===== src/rtl/decoder_scan_pkg.sv =====
// Shared types and helpers for the registered one-hot select decoder.
// Latency: n/a (package). Backpressure: n/a.
// Holds the mode encoding, the width ceiling and the one-hot builder.
package decoder_scan_pkg;

   localparam int MAX_N = 6;
   localparam int MAX_W = 1 << MAX_N;

   typedef enum logic {
      MODE_DIRECT = 1'b0,
      MODE_SCAN   = 1'b1
   } mode_e;

   // Lines at or above 2^n are never set, so a caller can truncate freely.
   function automatic logic [MAX_W-1:0] onehot(input logic [MAX_N-1:0] idx, input int n);
      logic [MAX_W-1:0] v;
      v = '0;
      if (int'(idx) < (1 << n)) v[idx] = 1'b1;
      return v;
   endfunction

endpackage


===== src/rtl/scan_divider.sv =====
// Divide-by-DIV dwell counter; tc pulses while enabled on the last count.
// Latency: tc is combinational from the count register. Backpressure: en stalls, clr restarts at 0.
// Count is held whenever en is low, so a paused scan resumes mid-dwell.
module scan_divider #(
   parameter int DIV = 4
) (
   input  logic clk,
   input  logic rst_n,
   input  logic clr,
   input  logic en,
   output logic tc
);

   localparam int CW = (DIV > 1) ? $clog2(DIV) : 1;

   logic [CW-1:0] cnt_q;

   assign tc = en && (cnt_q == CW'(DIV - 1));

   always_ff @(posedge clk or negedge rst_n) begin
      if (!rst_n) begin
         cnt_q <= '0;
      end else if (clr) begin
         cnt_q <= '0;
      end else if (en) begin
         cnt_q <= tc ? '0 : cnt_q + 1'b1;
      end
   end

endmodule


===== src/rtl/decoder_scan.sv =====
// Registered N-to-2^N one-hot select decoder with direct and scan modes.
// Latency: 1 cycle from sampling edge to O. Backpressure: none; E low blanks O and freezes scan.
// DECODER_SCAN_ACTIVE_LOW_EN selects an inverted O (active line low, idle all ones).
module decoder_scan
   import decoder_scan_pkg::*;
#(
   parameter int N        = 2,
   parameter int SCAN_DIV = 4
) (
   input  logic             clk,
   input  logic             rst_n,
   input  logic             E,
   input  logic             mode,
   input  logic [N-1:0]     A,
   input  logic             a_valid,
   output logic [2**N-1:0]  O,
   output logic             o_valid,
   output logic [N-1:0]     scan_idx
);

   localparam int W = 1 << N;

`ifdef DECODER_SCAN_ACTIVE_LOW_EN
   localparam logic [W-1:0] O_IDLE = '1;
`else
   localparam logic [W-1:0] O_IDLE = '0;
`endif

   mode_e          mode_in, mode_q;
   logic           mode_chg, scan_en, div_tc;
   logic [N-1:0]   idx_q, idx_nxt;
   logic [W-1:0]   o_q, o_nxt;
   logic           vld_q, vld_nxt;

   assign mode_in  = mode_e'(mode);
   assign mode_chg = (mode_in != mode_q);
   assign scan_en  = E && (mode_in == MODE_SCAN) && !mode_chg;

   scan_divider #(.DIV(SCAN_DIV)) u_div (
      .clk   (clk),
      .rst_n (rst_n),
      .clr   (mode_chg),
      .en    (scan_en),
      .tc    (div_tc)
   );

   // O is stored already in output polarity so the pins come straight off flops.
   always_comb begin
      idx_nxt = idx_q;
      o_nxt   = o_q;
      vld_nxt = vld_q;
      if (mode_chg) begin
         idx_nxt = '0;
         if (E && (mode_in == MODE_SCAN)) begin
            o_nxt   = W'(onehot('0, N)) ^ O_IDLE;
            vld_nxt = 1'b1;
         end else begin
            o_nxt   = O_IDLE;
            vld_nxt = 1'b0;
         end
      end else if (!E) begin
         o_nxt   = O_IDLE;
         vld_nxt = 1'b0;
      end else if (mode_in == MODE_SCAN) begin
         if (div_tc) idx_nxt = idx_q + 1'b1;
         o_nxt   = W'(onehot(MAX_N'(idx_nxt), N)) ^ O_IDLE;
         vld_nxt = 1'b1;
      end else if (a_valid) begin
         idx_nxt = A;
         o_nxt   = W'(onehot(MAX_N'(A), N)) ^ O_IDLE;
         vld_nxt = 1'b1;
      end
   end

   // The mode register tracks the input even while disabled.
   always_ff @(posedge clk or negedge rst_n) begin
      if (!rst_n) begin
         mode_q <= MODE_DIRECT;
         idx_q  <= '0;
         o_q    <= O_IDLE;
         vld_q  <= 1'b0;
      end else begin
         mode_q <= mode_in;
         idx_q  <= idx_nxt;
         o_q    <= o_nxt;
         vld_q  <= vld_nxt;
      end
   end

   assign O        = o_q;
   assign o_valid  = vld_q;
   assign scan_idx = idx_q;

endmodule


===== config.mk =====
export PLATFORM = sky130hd
export DESIGN_NAME = decoder_scan
export DESIGN_NICKNAME = d
export VERILOG_FILES = /design/src/rtl/decoder_scan_pkg.sv /design/src/rtl/scan_divider.sv /design/src/rtl/decoder_scan.sv
export SDC_FILE = /design/constraint.sdc
export NUM_CORES = 1
export LEC_CHECK = 0
export ABC_AREA = 1
export BUFFER_PORTS_ARGS = -buffer_cell sky130_fd_sc_hd__buf_2
export CAP_MARGIN = 20
export CORE_UTILIZATION = 45
export CTS_CLUSTER_DIAMETER = 80
export DETAILED_ROUTE_END_ITERATION = 16
export PLACE_DENSITY = 0.77
export SKIP_LAST_GASP = 1
export SYNTH_ARGS = -nofsm -noshare
export SYNTH_HDL_FRONTEND = slang
export SYNTH_SLANG_ARGS = --single-unit

===== constraint.sdc =====
create_clock -name clk -period 1.22 [get_ports clk]
set_input_delay 0.305 -clock clk [delete_from_list [all_inputs] [get_ports clk]]
set_output_delay 0.305 -clock clk [all_outputs]
set_load 0.02 [all_outputs]

; After elaboration in Yosys (flattened, before gate mapping)
; Index checks and enable logic that the tools add are counted.
[word_totals]
regBits = 10
inputBits = 7
[classes]
n_addsub = 2
reduce_logical = 10
eq_ne = 3
order_cmp = 4
n_mux = 25
[op_table]
columns = cell, n
row1 = $mux W2, 11
row2 = $mux W4, 4
row3 = $lt A2 B7 Y1 const B, 2
row4 = $mux W1, 8
row5 = $logic_and A1 B1 Y1, 5
row6 = $add A2 B1 Y2 const B, 2
row7 = $demux W1 S2, 2
row8 = $ge A2 B1 Y1 const B, 2
row9 = $ne A4 B1 Y1 const B, 1
row10 = $reduce_bool A2 Y1, 2
row11 = $reduce_bool A3 Y1, 1
row12 = $eq A2 B2 Y1 const B, 1
row13 = $reduce_and A2 Y1, 1
row14 = $logic_not A1 Y1, 1
row15 = $ne A1 B1 Y1, 1

; Depth between registers and ports, before layout
; Gate-level depths: netlist (run 1).
[depth]
depth_word = 15
mapped_depth = 9
depth_no_buf = 9

; Modules after synthesis
; Synthesis (run 1) repeated with hierarchy kept, for this count alone.
[hier_totals]
hier_cells = 84
hier_area_um2 = 599.3
[modules_own_cells]
columns = mod, area_each_um2, seq_area_each_um2, cells_each, instances
row1 = decoder_scan, 485.5, 200.2, 69, 1
row2 = scan_divider, 113.9, 50.0, 15, 1

; Least setup slack after synthesis (run 1)
; No wires, ideal clock.
[synth_path]
path_kind = reg2reg
from = register u_div.cnt_q[0]
to = register o_q[2], in the netlist O[2]
arrival_ns = 1.079
slack_ns = 0.020
stages_incl_launch_ff = 8
period_less_slack_ns = 1.200
path_cell_list = dfrtp_1 ha_1 nand4_1 nand2_1 nand3_1 a21oi_1 o21bai_1 nand2_1
[synth_between]
elab_chain_cells = 13
word_cells_on_any_way = 14
cone_classes = order compare (2) / eq/ne (1) / mux (9) / reduce/logical (2)
[synth_rtl]
columns = item, line
row1 = start: declaration, scan_divider.sv:16  ; logic [CW-1:0] cnt_q;
row2 = start signal: assignment, scan_divider.sv:26  ; cnt_q <= tc ? '0 : cnt_q + 1'b1;
row3 = $eq A2 B2 Y1 (*), scan_divider.sv:18  ; assign tc = en && (cnt_q == CW'(DIV - 1));
row4 = $logic_and A1 B1 Y1 (*), scan_divider.sv:18
row5 = $mux W2 (*), decoder_scan.sv:65  ; if (div_tc) idx_nxt = idx_q + 1'b1;
row6 = $mux W2 (*), decoder_scan.sv:64  ; end else if (mode_in == MODE_SCAN) begin
row7 = $mux W2 (*), decoder_scan.sv:61  ; end else if (!E) begin
row8 = $mux W2 (*), decoder_scan.sv:52  ; if (mode_chg) begin
row9 = $lt A2 B7 Y1 (implied by the code) / $ge A2 B1 Y1 (equally long branches), decoder_scan_pkg.sv:18  ; if (int'(idx) < (1 << n)) v[idx] = 1'b1;
row10 = $logic_and A1 B1 Y1 (implied by the code), decoder_scan_pkg.sv:18
row11 = $mux W1 (implied by the code), decoder_scan_pkg.sv:18
row12 = $demux W1 S2 (*), decoder_scan_pkg.sv:18
row13 = $mux W4 (*), decoder_scan.sv:64
row14 = $mux W4 (*), decoder_scan.sv:61
row15 = $mux W4 (*), decoder_scan.sv:52
row16 = end signal: assignment, decoder_scan.sv:85  ; o_q <= o_nxt;
row17 = end: declaration, decoder_scan.sv:32  ; logic [W-1:0] o_q, o_nxt;
; Mark *: on every way between the ends. The rest lies on a longest branch, timed or not. The select of a mux whose other input is x is not followed.
; A chain may end at the register's enable or synchronous reset.

; Worst setup path in the final report (run 1)
[layout_path]
from = register u_div.cnt_q[1]
to = register o_q[0], in the netlist O[0]
; The elaborated chain is that of the path after synthesis.

==> out/results.tsv, run 1 <==
metric	value	unit
vias in the first global route	518	
clock power share	0.370	
main combinational cell family by area after synthesis	simple AND/OR/NAND/NOR gates	
Lkg Pwr	0.433	nW
failing checks	negative setup slack	
DR vias/cell	4.98	
Starting DRT DRC Count	7	
Req. time, crit path	1.39	ns
WS Path Type	reg2reg	
Pins Over Slew Limit	0	
HP Class	in2reg	
VDD IR-drop max	0.553	mV
Vert. Die Dim	39.1	um
adder-cell share of the synthesized area	0.0202	
Ys Warns	0	
setup TNS	-0.0659	ns
Root Buffer	clkbuf_4	
Core ar.	1190	um^2
f_max	799	MHz
skew final	0.00252	ns
GRT Util Overall	0.206	
initial antenna violation count	0	
Site Rows	12	
Pwr Total	843	uW
Worst Path Arrival	1.42	ns
die width	39.1	um
# setup viols final	3	
Crit. Startpoint	u_div.cnt_q[1]	
post-synthesis sequential area ratio	0.405	
first-pass GRT wire length	2.07	mm
filler cell count	100	
cell accounting for the most synthesized area	dfrtp_1	
post-DR wirelength/cell	11.0	um
Cells after Synth	77	
Max Cap Violations	0	
post-synth top area share	0.405	
worst setup margin	-0.0311	ns
Post-Route WL	1.25	mm
simple-gate share of the synthesized area	0.372	
worst skew pair latency	0.27	ns
IO Pins	14	
status	finished, violations left	
grt total ovfl	0	
Clock transition at path regs	0.07	ns
ant diodes	0	
htree depth	1	
Post-route DRC	0	
die footprint	1530	um^2
CTS tree	built	
Seq pwr share	0.433	
relative slew slack	0.844	
antenna viol nets, final	0	
Layout area overhead	34.4	%
Pwr Density	1010	nW/um^2
crit path launch type	flop	
initial core utilization	0.521	
CTS buffer count	3	
Synth Register Bits	10	
final worst-path cycle share	1.03	
I/O Buffers	13	
Sw Share	0.293	
NetSw	247	uW
crit-path max FO	4	
Vias	568	
slew of the pin with the lowest slew margin	0.234	ns
RR Startpoint	u_div.cnt_q[1]	
RSZ-0062 raised after global routing	true	
post-DP HPWL	929	um
Post-Syn Nets	85	
synth top area cells	dfrtp_1, nand2_1, nand3_2	
Worst setup EP type	flop	
maximum number of pins on one net before global-route repair	11	
ratio of cells with drive above 1 in the final layout	0.470	
Max Root-Sink Buffers	2	
synthesized area per cell	8.03	um^2
Final Critical Period	1.25	ns
drt first pass iters	4	
number of nets in the layout	109	
cell area after synthesis	618	um^2
area fraction in compound gates after synthesis	0.103	
Comb power frac	0.197	
mux cell area share after synthesis	0	
Final Hold Fails	0	
hold_sp	mode	
library cells used by synthesis	25	
xor-xnor portion of the synthesized cell area	0.0142	
RePlAce Congestion	0.759	
Internal	596	uW
clock sinks	10	
==> layer usage <==
metal	vias up	share of wire	GRT usage
met2	12	0.44	0.321
li1	293	-	-
met3	4	0.031	0.0347
met1	259	0.50	0.261
met4	0	0.021	0.129
met5	-	0	0
==> worst max-delay path, cell delays in order, from the launching register on <==
cell and delay, ns:
dfrtp_1 0.41, ha_4 0.18, buf_4 0.13, nand3_2 0.10, nand3_4 0.10, nand3_2 0.07, nor2_2 0.04, nor2_1 0.08
nor2_1 0.05
==> kinds of logic after synthesis <==
group	Yosys count
fa+ha+maj	1
compound gates	10
flops	10
xor+xnor	1
simple gates	43
buf+inv	12
==> power groups by stage <==
stage / sequential, mW / combinational, mW / clock [mW]
after global placement: 0.369 / 0.145 / 0
after CTS: 0.363 / 0.155 / 0.312
after floorplan: 0.385 / 0.0780 / 0
after global routing: 0.367 / 0.184 / 0.326
final: 0.365 / 0.166 / 0.312
after detailed placement: 0.369 / 0.147 / 0
==> cells in the final DEF, fill, tap and decap left out, types with 2 or more instances in the layout <==
cell      synthesis  final
o21ai_0           2      2
nand3_1           4      3
nand3_2           4      4
nor2_1            7      6
nand2_1          20     19
a21oi_1           2      2
inv_2             5      6
nor2_4            2      4
inv_1             5      5
nand2_2           1      2
dfrtp_1          10      9
buf_2             0     12
clkbuf_4          0      3
buf_4             0      7
==> synth_stat cells <==
master and number:
a21oi_1 2, buf_6 1, clkinv_1 1, dfrtp_1 10, ha_1 1, inv_1 5, inv_2 5, nand2_1 20
nand2_2 1, nand2_4 1, nand3_1 4, nand3_2 4, nand4_1 1, nor2_1 7, nor2_2 2, nor2_4 2
nor3_2 1, o21ai_0 2, o21ai_1 1, o21ai_2 1, o21bai_1 1, o22a_1 1, o22ai_1 1, o31ai_1 1
xnor2_1 1
==> stage by stage <==
stage / hold WS, ns / utilization / setup WS [ns] / cells / instance area (um^2)
after floorplan: 0.00941 / - / 0.0201 / 77 / 618
after global placement: 0.179 / 0.607 / -0.0532 / 107 / 719
after detailed placement: 0.180 / 0.607 / -0.111 / 107 / 719
after CTS: 0.248 / 0.664 / -0.0536 / 114 / 787
after global routing: 0.249 / 0.700 / -0.165 / 114 / 831
final: 0.252 / 0.700 / -0.0311 / 114 / 831
==> state kept, by name, summed over array words and instances (netlist names) <==
name / count
O: 4
mode_q: 1
o_valid: 1
scan_idx: 2
u_div.cnt_q: 2
==> area by class of cell <==
class	count	area [um^2]	share of cell area
multi-input combinational	55	362	0.435
timing repair buffer	20	123	0.148
tap	14	17.5	0.0211
sequential	10	251	0.303
inverter	11	41.3	0.0497
clock buffer	4	36.3	0.0437
==> path summary, 6_finish.rpt <==
check	to	slack, ns	cells past startpoint
worst max register to register	O[0]	-0.03	8
max in group asynchronous	mode_q	0.59	2
worst min register to register	O[2]	0.48	2
worst min-delay path	mode_q	0.25	1
worst max-delay path	O[0]	-0.03	8
min in group asynchronous	O[1]	0.42	2
==> timing repair <==
item	4_1_cts	5_1_grt
hold endpoints to repair	10	0
gates cloned	0	0
hold buffers	1	0
gates resized for setup	3	9
pin swaps	5	3
setup buffers	2	0
setup endpoints to repair	6	8
No activity file was read; power rests on OpenSTA's default activity.
==> run 2: changes to the inputs <==
--- a/config.mk
+++ b/config.mk
@@ -11,7 +11,7 @@
 export CORE_UTILIZATION = 45
 export CTS_CLUSTER_DIAMETER = 80
 export DETAILED_ROUTE_END_ITERATION = 16
-export PLACE_DENSITY = 0.77
+export PLACE_DENSITY = 0.74
 export SKIP_LAST_GASP = 1
 export SYNTH_ARGS = -nofsm -noshare
 export SYNTH_HDL_FRONTEND = slang
==> constraint.sdc (replaced) <==
create_clock -name clk -period 1.5 [get_ports clk]
set_input_delay 0.375 -clock clk [delete_from_list [all_inputs] [get_ports clk]]
set_output_delay 0.375 -clock clk [all_outputs]
set_load 0.005 [all_outputs]
==> out/results.tsv, run 2 (synthesis results as in run 1) <==
metric	value	unit	change
ant diodes	0		unchanged
Site Rows	12		unchanged
Most Used Layer, Global Route	met2		unchanged
ratio of cells with drive above 1 in the final layout	0.362		was 0.470
clock power share	0.385		was 0.370
initial core utilization	0.521		unchanged
slew of the pin with the lowest slew margin	0.253	ns	was 0.234 ns
most frequent cells in the layout	nand2_1, buf_2, dfrtp_1		unchanged
WS Path Type	reg2reg		unchanged
commonest non-fill, non-tap cell in the layout	nand2_1		unchanged
Worst setup EP type	flop		unchanged
met3 Usage GRT	0.0520		was 0.0347
Final Critical Period	1.41	ns	was 1.25 ns
worst r2r path cells	8		unchanged
Req. time, crit path	1.70	ns	was 1.39 ns
Worst Path Arrival	1.61	ns	was 1.42 ns
crit path launch type	flop		unchanged
IO Pins	14		unchanged
Final Hold Fails	0		unchanged
CTS resizes	0		was 3
clock sinks	10		unchanged
Post-route DRC	0		unchanged
post-DP HPWL	920	um	was 929 um
initial antenna violation count	0		unchanged
htree depth	1		unchanged
fin util	0.620		was 0.700
Vias	548		was 568
skew final	0.00334	ns	was 0.00252 ns
grt total ovfl	0		unchanged
# setup viols final	0		was 3
worst hold path stage count	1		unchanged
die width	39.1	um	unchanged
postcts setup bufs	0		was 2
relative slew slack	0.832		was 0.844
RR Startpoint	u_div.cnt_q[0]		was u_div.cnt_q[1]
final worst-path cycle share	0.937		was 1.03
GRT Util Overall	0.194		was 0.206
Max Root-Sink Buffers	2		unchanged
DR vias/cell	5.07		was 4.98
number of nets in the layout	103		was 109
met2 Usage GRT	0.271		was 0.321
f_max	712	MHz	was 799 MHz
first-pass GRT wire length	1.86	mm	was 2.07 mm
RSZ-0062 raised after global routing	false		was true
Reg-to-Reg End	O[0]		unchanged
WHS Endpoint	mode_q		unchanged
hold_sp	mode		unchanged
status	finished, final reports clean		was finished, violations left
Comb power frac	0.156		was 0.197
drt first pass iters	3		was 4
Sw Share	0.271		was 0.293
post-DR wirelength/cell	11.4	um	was 11.0 um
NetSw	175	uW	was 247 uW
Starting DRT DRC Count	10		was 7
Vert. Die Dim	39.1	um	unchanged
filler cell count	103		was 100
CTS buffer count	3		unchanged
max reg flops	4		unchanged
Seq pwr share	0.459		was 0.433
Max Cap Violations	0		unchanged
antenna viol nets, final	0		unchanged
Hold WS	0.347	ns	was 0.252 ns
crit-path max FO	4		unchanged
Core ar.	1190	um^2	unchanged
Lkg Pwr	0.397	nW	was 0.433 nW
I/O Buffers	13		unchanged
RePlAce Congestion	0.844		was 0.759
Pwr Density	878	nW/um^2	was 1010 nW/um^2
CTS tree	built		unchanged
Clock transition at path regs	0.07	ns	about the same
Pins Over Slew Limit	0		unchanged
setup TNS	0	ns	was -0.0659 ns
worst skew pair latency	0.27	ns	about the same
vias in the first global route	437		was 518
met1 Usage GRT	0.246		was 0.261
Layout area overhead	19.0	%	was 34.4%
die footprint	1530	um^2	unchanged
Root Buffer	clkbuf_4		unchanged
Internal	471	uW	was 596 uW
maximum number of pins on one net before global-route repair	11		unchanged
cts hold-fix bufs	1		unchanged
Post-Route WL	1.24	mm	was 1.25 mm
VDD IR-drop max	0.582	mV	was 0.553 mV
HP Class	in2reg		unchanged
reg2reg setup slack	0.09	ns	was -0.03 ns
run 2: worst max-delay path by stage:
stage                              start  endpoint  slack (ns)  cells past startpoint
after global routing      u_div.cnt_q[0]      O[0]        0.01                      8
after CTS                 u_div.cnt_q[0]      O[0]        0.12                      9
final                     u_div.cnt_q[0]      O[0]        0.09                      8
after detailed placement            mode      O[0]         0.1                      8
after global placement              mode   o_valid        0.12                      6
after floorplan                     mode   o_valid        0.27                      6
run 2: metal layers:
metal  share of wire  vias up
li1                -      284
met1            0.48      247
met2            0.44       13
met3           0.037        4
met4           0.035        0
met5               0        -
run 2: final cells by class:
cell class	instances	area, um^2	share of cell area
well taps	14	17.5	0.0238
repair buffers	14	75.1	0.102
clock buffers	4	36.3	0.0493
flip-flops and latches	10	250	0.340
inverters	11	41.3	0.0561
multi-input cells	55	315	0.429
run 2: worst max-delay path, stage by stage, from the launching register on:
cell	delay, ns
dfrtp_1	0.41
ha_1	0.26
nand4_1	0.13
nand2_1	0.09
nand3_2	0.11
nand3_2	0.07
nor2_1	0.11
nor2_1	0.05
nor2_1	0.10
run 2: power groups by stage:
stage | clock network (mW) | logic (mW) | registers (mW)
2_1_floorplan | 0 | 0.0635 | 0.301
5_1_grt | 0.264 | 0.113 | 0.298
3_3_place_gp | 0 | 0.0970 | 0.301
6_report | 0.248 | 0.101 | 0.296
4_1_cts | 0.250 | 0.102 | 0.296
3_5_place_dp | 0 | 0.0992 | 0.301
run 2: through the flow:
stage | cells | area [um^2] | setup slack [ns] | power [mW]
global placement | 103 | 689 | 0.122 | 0.398
finish | 108 | 736 | 0.0945 | 0.646
CTS | 108 | 736 | 0.120 | 0.649
global route | 108 | 736 | 0.0130 | 0.676
detailed placement | 103 | 689 | 0.0964 | 0.400
floorplan | 77 | 618 | 0.271 | 0.365
